File: config.mk
export PLATFORM = sky130hd
export DESIGN_NAME = regfile_wb
export DESIGN_NICKNAME = d
export VERILOG_FILES = /design/src/rtl/regfile_pkg.sv /design/src/rtl/decoder5_32.sv /design/src/rtl/regfile_wb.sv
export SDC_FILE = /design/constraint.sdc
export NUM_CORES = 2
export LEC_CHECK = 0
export ABC_AREA = 1
export BUFFER_PORTS_ARGS = -buffer_cell sky130_fd_sc_hd__buf_2
export CAP_MARGIN = 10
export CORE_MARGIN = 2
export CORE_UTILIZATION = 54
export CTS_CLUSTER_SIZE = 40
export DETAILED_ROUTE_END_ITERATION = 8
export PLACE_DENSITY = 0.7
export SLEW_MARGIN = 5
export SYNTH_ARGS = -nofsm -noshare
export SYNTH_HDL_FRONTEND = slang
export SYNTH_SLANG_ARGS = --single-unit
File: constraint.sdc
create_clock -name clk -period 7.9 [get_ports clk]
set_clock_uncertainty 0.15 [all_clocks]
set_input_delay 1.185 -clock clk [delete_from_list [all_inputs] [get_ports clk]]
set_output_delay 1.185 -clock clk [all_outputs]
set_load 0.01 [all_outputs]
File: src/rtl/regfile_pkg.sv
// Shared widths, sizes and types for the write-back register file.
// Everything that sizes regfile_wb or its decoder lives here.
package regfile_pkg;

   localparam int DATA_W   = 64;
   localparam int ADDR_W   = 5;
   localparam int NREGS    = 2 ** ADDR_W;
   localparam int ZERO_REG = NREGS - 1;

   typedef logic [DATA_W-1:0] reg_t;
   typedef logic [ADDR_W-1:0] raddr_t;

endpackage

File: src/rtl/decoder5_32.sv
// 5:32 write-enable decoder, combinational, no backpressure.
// Bit order is reversed: o_outbus[31] selects register 0, o_outbus[0] selects register 31.
module decoder5_32
   import regfile_pkg::*;
(
   input  logic             i_en,
   input  logic [4:0]       i_sel,
   output logic [31:0]      o_outbus
);

   always_comb begin
      o_outbus = '0;
      if (i_en) begin
         o_outbus[5'd31 - i_sel] = 1'b1;
      end
   end

endmodule

File: src/rtl/regfile_wb.sv
// 32x64 register file: 1-cycle write latency, combinational reads with optional same-cycle bypass.
// X31 reads zero; no backpressure, a write is accepted on every edge it is presented.
module regfile_wb
   import regfile_pkg::*;
#(
   parameter int BYPASS = 1
)
(
   input  logic              clk,
   input  logic              reset,
   input  logic              RegWrite,
   input  logic [ADDR_W-1:0] WriteRegister,
   input  logic [DATA_W-1:0] WriteData,
   input  logic [ADDR_W-1:0] ReadRegister1,
   input  logic [ADDR_W-1:0] ReadRegister2,
   output logic [DATA_W-1:0] ReadData1,
   output logic [DATA_W-1:0] ReadData2
);

   logic [NREGS-1:0] w_outbus;
   logic [NREGS-1:0] w_we;
   reg_t             r_regs [0:NREGS-2];

   decoder5_32 u_dec (
      .i_en     (RegWrite),
      .i_sel    (WriteRegister),
      .o_outbus (w_outbus)
   );

   // Decoder numbers its outputs from the top down; flip back to register order.
   always_comb begin
      w_we = '0;
      for (int i = 0; i < NREGS; i++) begin
         w_we[i] = w_outbus[NREGS-1-i];
      end
   end

   // No flop exists for ZERO_REG, so its enable is simply never consumed.
   always_ff @(posedge clk) begin
      if (!reset) begin
         for (int i = 0; i < NREGS-1; i++) begin
            r_regs[i] <= '0;
         end
      end else begin
         for (int i = 0; i < NREGS-1; i++) begin
            if (w_we[i]) begin
               r_regs[i] <= WriteData;
            end
         end
      end
   end

   function automatic reg_t read_port(input raddr_t a);
      reg_t v;
      v = '0;
      if (!reset || a == raddr_t'(ZERO_REG)) begin
         v = '0;
      end else if (BYPASS != 0 && RegWrite && WriteRegister == a) begin
         v = WriteData;
      end else begin
         for (int i = 0; i < NREGS-1; i++) begin
            if (a == raddr_t'(i)) begin
               v = r_regs[i];
            end
         end
      end
      return v;
   endfunction

   always_comb begin
      ReadData1 = read_port(ReadRegister1);
   end

   always_comb begin
      ReadData2 = read_port(ReadRegister2);
   end

   a_we_onehot : assert property (@(posedge clk)
      RegWrite ? $onehot(w_outbus) : (w_outbus == '0));

endmodule

; ---- Word level (Yosys, flattened, before mapping)
; Memories as Yosys holds them, arrays and structs flattened.
; Index checks and enable logic that the tools add are counted.
[totals]
elab_cells = 301
out_inout_bits = 128
input_bits = 82
memories = 1
ramBits = 1984
register_bits = 0
[op_classes]
addsub = 1
eq_ne = 64
mux = 194
bitwise = 31
n_reduce_logical = 8
magnitude_cmp = 2
[mem_list]
columns = memory, words, word_bits, rd, rd_clocked_by_memory_dff, write_ports, line_no
row1 = r_regs, 31, 64, 31, 0, 31, regfile_wb.sv:22  ; reg_t r_regs [0:NREGS-2];
[op_table]
columns = cell, count
row1 = 64-bit 2-to-1 mux, 97
row2 = 5-bit == test (second input constant), 32
row3 = 1-bit 2-to-1 mux, 95
row4 = 5-bit by 4-bit == test with 1-bit output (second input constant), 16
row5 = 5-bit by 3-bit == test with 1-bit output (second input constant), 8
row6 = 32-bit 2-to-1 mux, 1
row7 = 1-bit bitwise OR, 31
row8 = 5-bit by 2-bit == test with 1-bit output (second input constant), 4
row9 = 5-bit by 1-bit == test with 1-bit output (second input constant), 2
row10 = 5-bit == test, 2
row11 = 5-bit logical NOT, 2
row12 = 5-bit by 6-bit < comparator with 1-bit output (second input constant), 1
row13 = 1-bit demux with 5-bit select, 1
row14 = 5-bit by 1-bit >= comparator with 1-bit output (second input constant), 1
row15 = 5-bit subtractor (first input constant), 1
row16 = 1-bit logical AND, 3
row17 = 1-bit logical OR, 2
row18 = 1-bit logical NOT, 1

; ---- Logic depth before layout (Yosys ltp)
[depth]
word_depth = 34
mapped_depth = 25

; ---- By module
; From an unflattened synthesis, not the netlist that was laid out.
[hier_totals]
cells_unflattened = 11843
area_unflattened_um2 = 100994.4
[modules_own_cells]
columns = mod, seq_area_each_um2, cells_each, instances, area_per_inst_um2
row1 = regfile_wb, 59577.1, 11793, 1, 100794.2
row2 = decoder5_32, 0.0, 50, 1, 200.2

; ---- Worst setup path after synthesis
; OpenSTA, ideal clock, no wires.
[synth_path]
path_kind = input to register
from = input port WriteRegister[4]
to = memory r_regs[1][100] (netlist name), enable pin
slack_ns = 0.787
required_time_ns = 7.176
stages = 5
path_buffers = 1
arrival_ns = 6.389
cell_sequence = clkbuf_1 > inv_1 > nor3_1 > inv_1 > o21ai_0
[synth_rtl]
columns = element, line_no
row1 = start: declaration, regfile_wb.sv:12  ; input logic [ADDR_W-1:0] WriteRegister,
row2 = end: declaration, regfile_wb.sv:22

; ---- Worst setup path after layout
[layout_path]
from = input port ReadRegister1[2]
to = output port ReadData1[6]
[layout_via]
elab_chain_cells = 34
elab_cells_between_ends = 68
[layout_rtl]
columns = element, line_no
row1 = start: declaration, regfile_wb.sv:14  ; input logic [ADDR_W-1:0] ReadRegister1,
row2 = 5-bit logical NOT, regfile_wb.sv:62  ; if (a == raddr_t'(i)) begin
row3 = 64-bit 2-to-1 mux (31 in a row), regfile_wb.sv:62
row4 = 64-bit 2-to-1 mux, regfile_wb.sv:58  ; end else if (BYPASS != 0 && RegWrite && WriteRegister == a) begin
row5 = 64-bit 2-to-1 mux (*), regfile_wb.sv:56  ; if (!reset || a == raddr_t'(ZERO_REG)) begin
row6 = end: declaration, regfile_wb.sv:16  ; output logic [DATA_W-1:0] ReadData1,
; Every way passes the cells marked *; elsewhere a longest branch is shown, timed or not.

==> impl_results.rst <==
.. list-table::
   :header-rows: 1

   * - Metric
     - Value
   * - Leakage Power
     - roughly 0.042 uW
   * - Starting density of the core
     - between 50 and 60%
   * - Number of vias after detailed routing
     - 85600
   * - Max H-tree Level
     - 4
   * - Series of cell instances along the critical path
     - buf_2, nor2_4, buf_4, nand3_2, buf_4, nor2_1, nor2_1, nand4_1, nand2_1, nand4_1, nor2_1, nand4_1, nor2_1, nand4_1, nand2_1, nand3b_1, nand2_1, nand4_1, nor2_1, nand4_1, nand2_1, a21oi_1, buf_2
   * - WP buf/inv
     - 4
   * - Maximum number of buffers from clock root to sink
     - 3
   * - Hold path cells
     - 3
   * - Maxcap violations
     - 0
   * - Clk pin slew, worst setup/hold paths
     - roughly 0.070 ns
   * - Post-synthesis net count
     - around 12000
   * - Final Hold Viols
     - 0
   * - Worst hold-check path type
     - in -> reg
   * - Summed instance area of the synthesized netlist
     - 0.0996 mm2
   * - IO Pins
     - between 200 and 250
   * - Fraction of post-synthesis cell area in the top cell type by area
     - 59.8%
   * - Area delta synth->final
     - 10.0%
   * - Count of buffers inserted at the top-level ports
     - 209
   * - Total clock sinks
     - 1984
   * - Worst setup path category
     - in -> out
   * - Post-detailed-route DRC marker count
     - 0
   * - Part of the Yosys area used for sequential elements
     - between 50% and 60%
   * - Worst hold endpoint
     - r_regs[1][98]
   * - Worst-Margin Slew
     - 1.28 ns
   * - Peak ir drop on the vdd network
     - between 200 and 250 uV
   * - Post-synth top area cell
     - edfxtp_1
   * - Vias per std cell
     - between 6 and 7
   * - Cell types with the largest area share after synthesis
     - edfxtp_1, nand2_1, nor2_1
   * - Die extent in y
     - about 430 um
   * - Total of hold buffers inserted after clock tree synthesis
     - 0
   * - Sum of overflow across all layers after global routing
     - 0
   * - Sort of element at the end of the critical path
     - output port
   * - Cell variety after synth
     - 29
   * - Largest register FFs
     - 1984
   * - Final routed wire length divided by cell count
     - between 20 and 25 um
   * - Global-route wire length before repair
     - 511 mm
   * - Setup repair after global routing missed its margin
     - no
   * - Largest net degree at the start of global routing
     - between 90 and 100
   * - Cell occurring most often along the worst timing path
     - nand4_1
   * - Core area
     - ~0.18 mm2
   * - Yosys warning count
     - 0
   * - GRT Util Overall
     - a little over a third
   * - TritonCTS clock tree
     - yes
   * - Registers with the highest flip-flop counts
     - r_regs (1984)
   * - Fillers
     - about 15000
   * - Total negative setup slack
     - 0 ns
   * - Crit path max-delay family
     - simple AND/OR/NAND/NOR gates
   * - Result of the run
     - completed
   * - Detailed-router iteration count before antenna repair
     - 9
   * - Power density cells
     - around 220 mW/mm2
   * - Worst slack after detailed placement
     - 1.27 ns
   * - Final ANT Viol Nets
     - 0
   * - Layout cells sized above 1
     - approximately 7.9%
   * - Antenna violations before repair
     - 5
   * - Count of routing violations after the opening detailed-route iteration
     - 14000
   * - Final Worst Setup Slack
     - 1.04 ns
   * - Root Driver
     - clkbuf_16
   * - Number of buffers created by CTS
     - 202
   * - Worst EP arrival
     - 5.53 ns
   * - Critical-path top delay cell
     - nand3_2
   * - Critical Path Max Stage Delay
     - 0.71 ns
   * - Count of final setup violators
     - 0
   * - Fmax
     - around 0.15 GHz
   * - Site row count
     - roughly 160
   * - Weighted congestion at the end of routability-driven global placement
     - 0.925
   * - Maximum fanout along the worst path
     - 18
   * - Final min period
     - 6.86 ns
   * - Post-Syn Instances
     - 11600
   * - Post-cts repair resize count
     - 0
   * - Floorplan die area
     - roughly 0.19 mm2
   * - Buffer count from post-CTS setup fixing
     - 0
   * - Most used cells in the layout excluding fill and tap cells
     - nand2_1, nor2_1, edfxtp_1
   * - Data required time at the worst endpoint
     - between 6 and 7 ns
   * - Synth Area per Inst
     - about 8.6 um2
   * - Wire length after detailed routing
     - between 300 and 400 mm
   * - Register bit total from synthesis
     - around 2000
   * - Number of global-route vias before repair
     - slightly below 80000
   * - Half-perimeter wire length after detailed placement
     - between 200 and 250 mm
   * - Number of nets at the end of the flow
     - between 10000 and 15000
   * - Critical path startpoint category
     - input pin
   * - Cell count along the critical path
     - 23
   * - Hold path start
     - WriteData[34]
   * - Number of max-slew violations in the final report
     - 0
   * - Width of the die
     - between 400 and 500 um
   * - Top register by number of flip-flops
     - r_regs
   * - Relative max-transition margin
     - 14.9%
   * - Leading cell type in the layout, fill and taps excluded
     - nand2_1
   * - Period utilisation layout
     - a little under 90%
-- Yosys cell counts --
library cell,instances
nand2_1,3358
clkbuf_1,549
a21oi_1,393
a221oi_1,4
nor2_1,2372
nor3b_1,3
o21ai_0,291
o22ai_1,4
or2_0,24
nor3_2,5
inv_2,29
nor2_4,3
nand2_2,1
inv_1,1101
buf_2,67
buf_1,69
nor3_1,53
buf_4,11
nand3_2,1
or2_2,97
nor2_2,13
or2_1,8
clkinv_1,5
o21ai_1,1
nand4_1,883
nand3_1,197
edfxtp_1,1984
nand3b_1,18
o21bai_1,12
-- final cells by class --
cell class	count	area [um2]	share of cell area (%)
Clock buffer	258	5440	4.96
Multi-Input combinational cell	7741	33600	30.7
Clock inverter	105	682	0.622
Sequential cell	1984	59600	54.4
Timing Repair Buffer	418	2900	2.64
Antenna cell	5	12.5	0.0114
Inverter	1135	4270	3.89
Tap cell	2464	3080	2.81
-- power breakdown --
part / internal [uW] / leakage (uW) / switching [uW]
clock: 5050 / 0.00299 / 4140
sequential: 12400 / 0.0190 / 336
combinational: 545 / 0.0201 / 1920
-- logic make-up after synthesis --
group / count (synthesis) / synth area share [%]
compound gates: 705 / 3.59
buf+inv: 1831 / 7.03
flops: 1984 / 59.8
simple gates: 7036 / 29.6
-- layer usage --
metal,vias to the layer above,share of wire [%],global-route usage (%)
li1,37800,-,-
met5,-,0.010,0
met3,777,15,9.38
met2,6592,43,52.7
met1,40500,39,53.5
met4,6,3.0,11.3
-- per-stage QoR --
stage	std cells	power, uW	hold slack, ns	instance area [um2]	util [%]
2_1_floorplan	11600	14100	1.25	99600	-
3_3_place_gp	13700	15200	1.51	103000	56.5
3_5_place_dp	13700	15300	1.51	103000	56.5
4_1_cts	14100	24200	0.614	110000	59.9
5_1_grt	14100	24900	0.667	110000	59.9
6_report	14100	24400	0.678	110000	59.9
-- how the worst max path moves through the flow --
stage | startpoint | to
6_report | ReadRegister1[2] | ReadData1[6]
5_1_grt | ReadRegister1[2] | ReadData1[36]
4_1_cts | ReadRegister2[1] | ReadData2[25]
3_5_place_dp | ReadRegister2[1] | ReadData2[25]
3_3_place_gp | ReadRegister1[2] | ReadData1[36]
2_1_floorplan | WriteRegister[4] | r_regs[1][100]
Power figures use the tool's default switching activity.
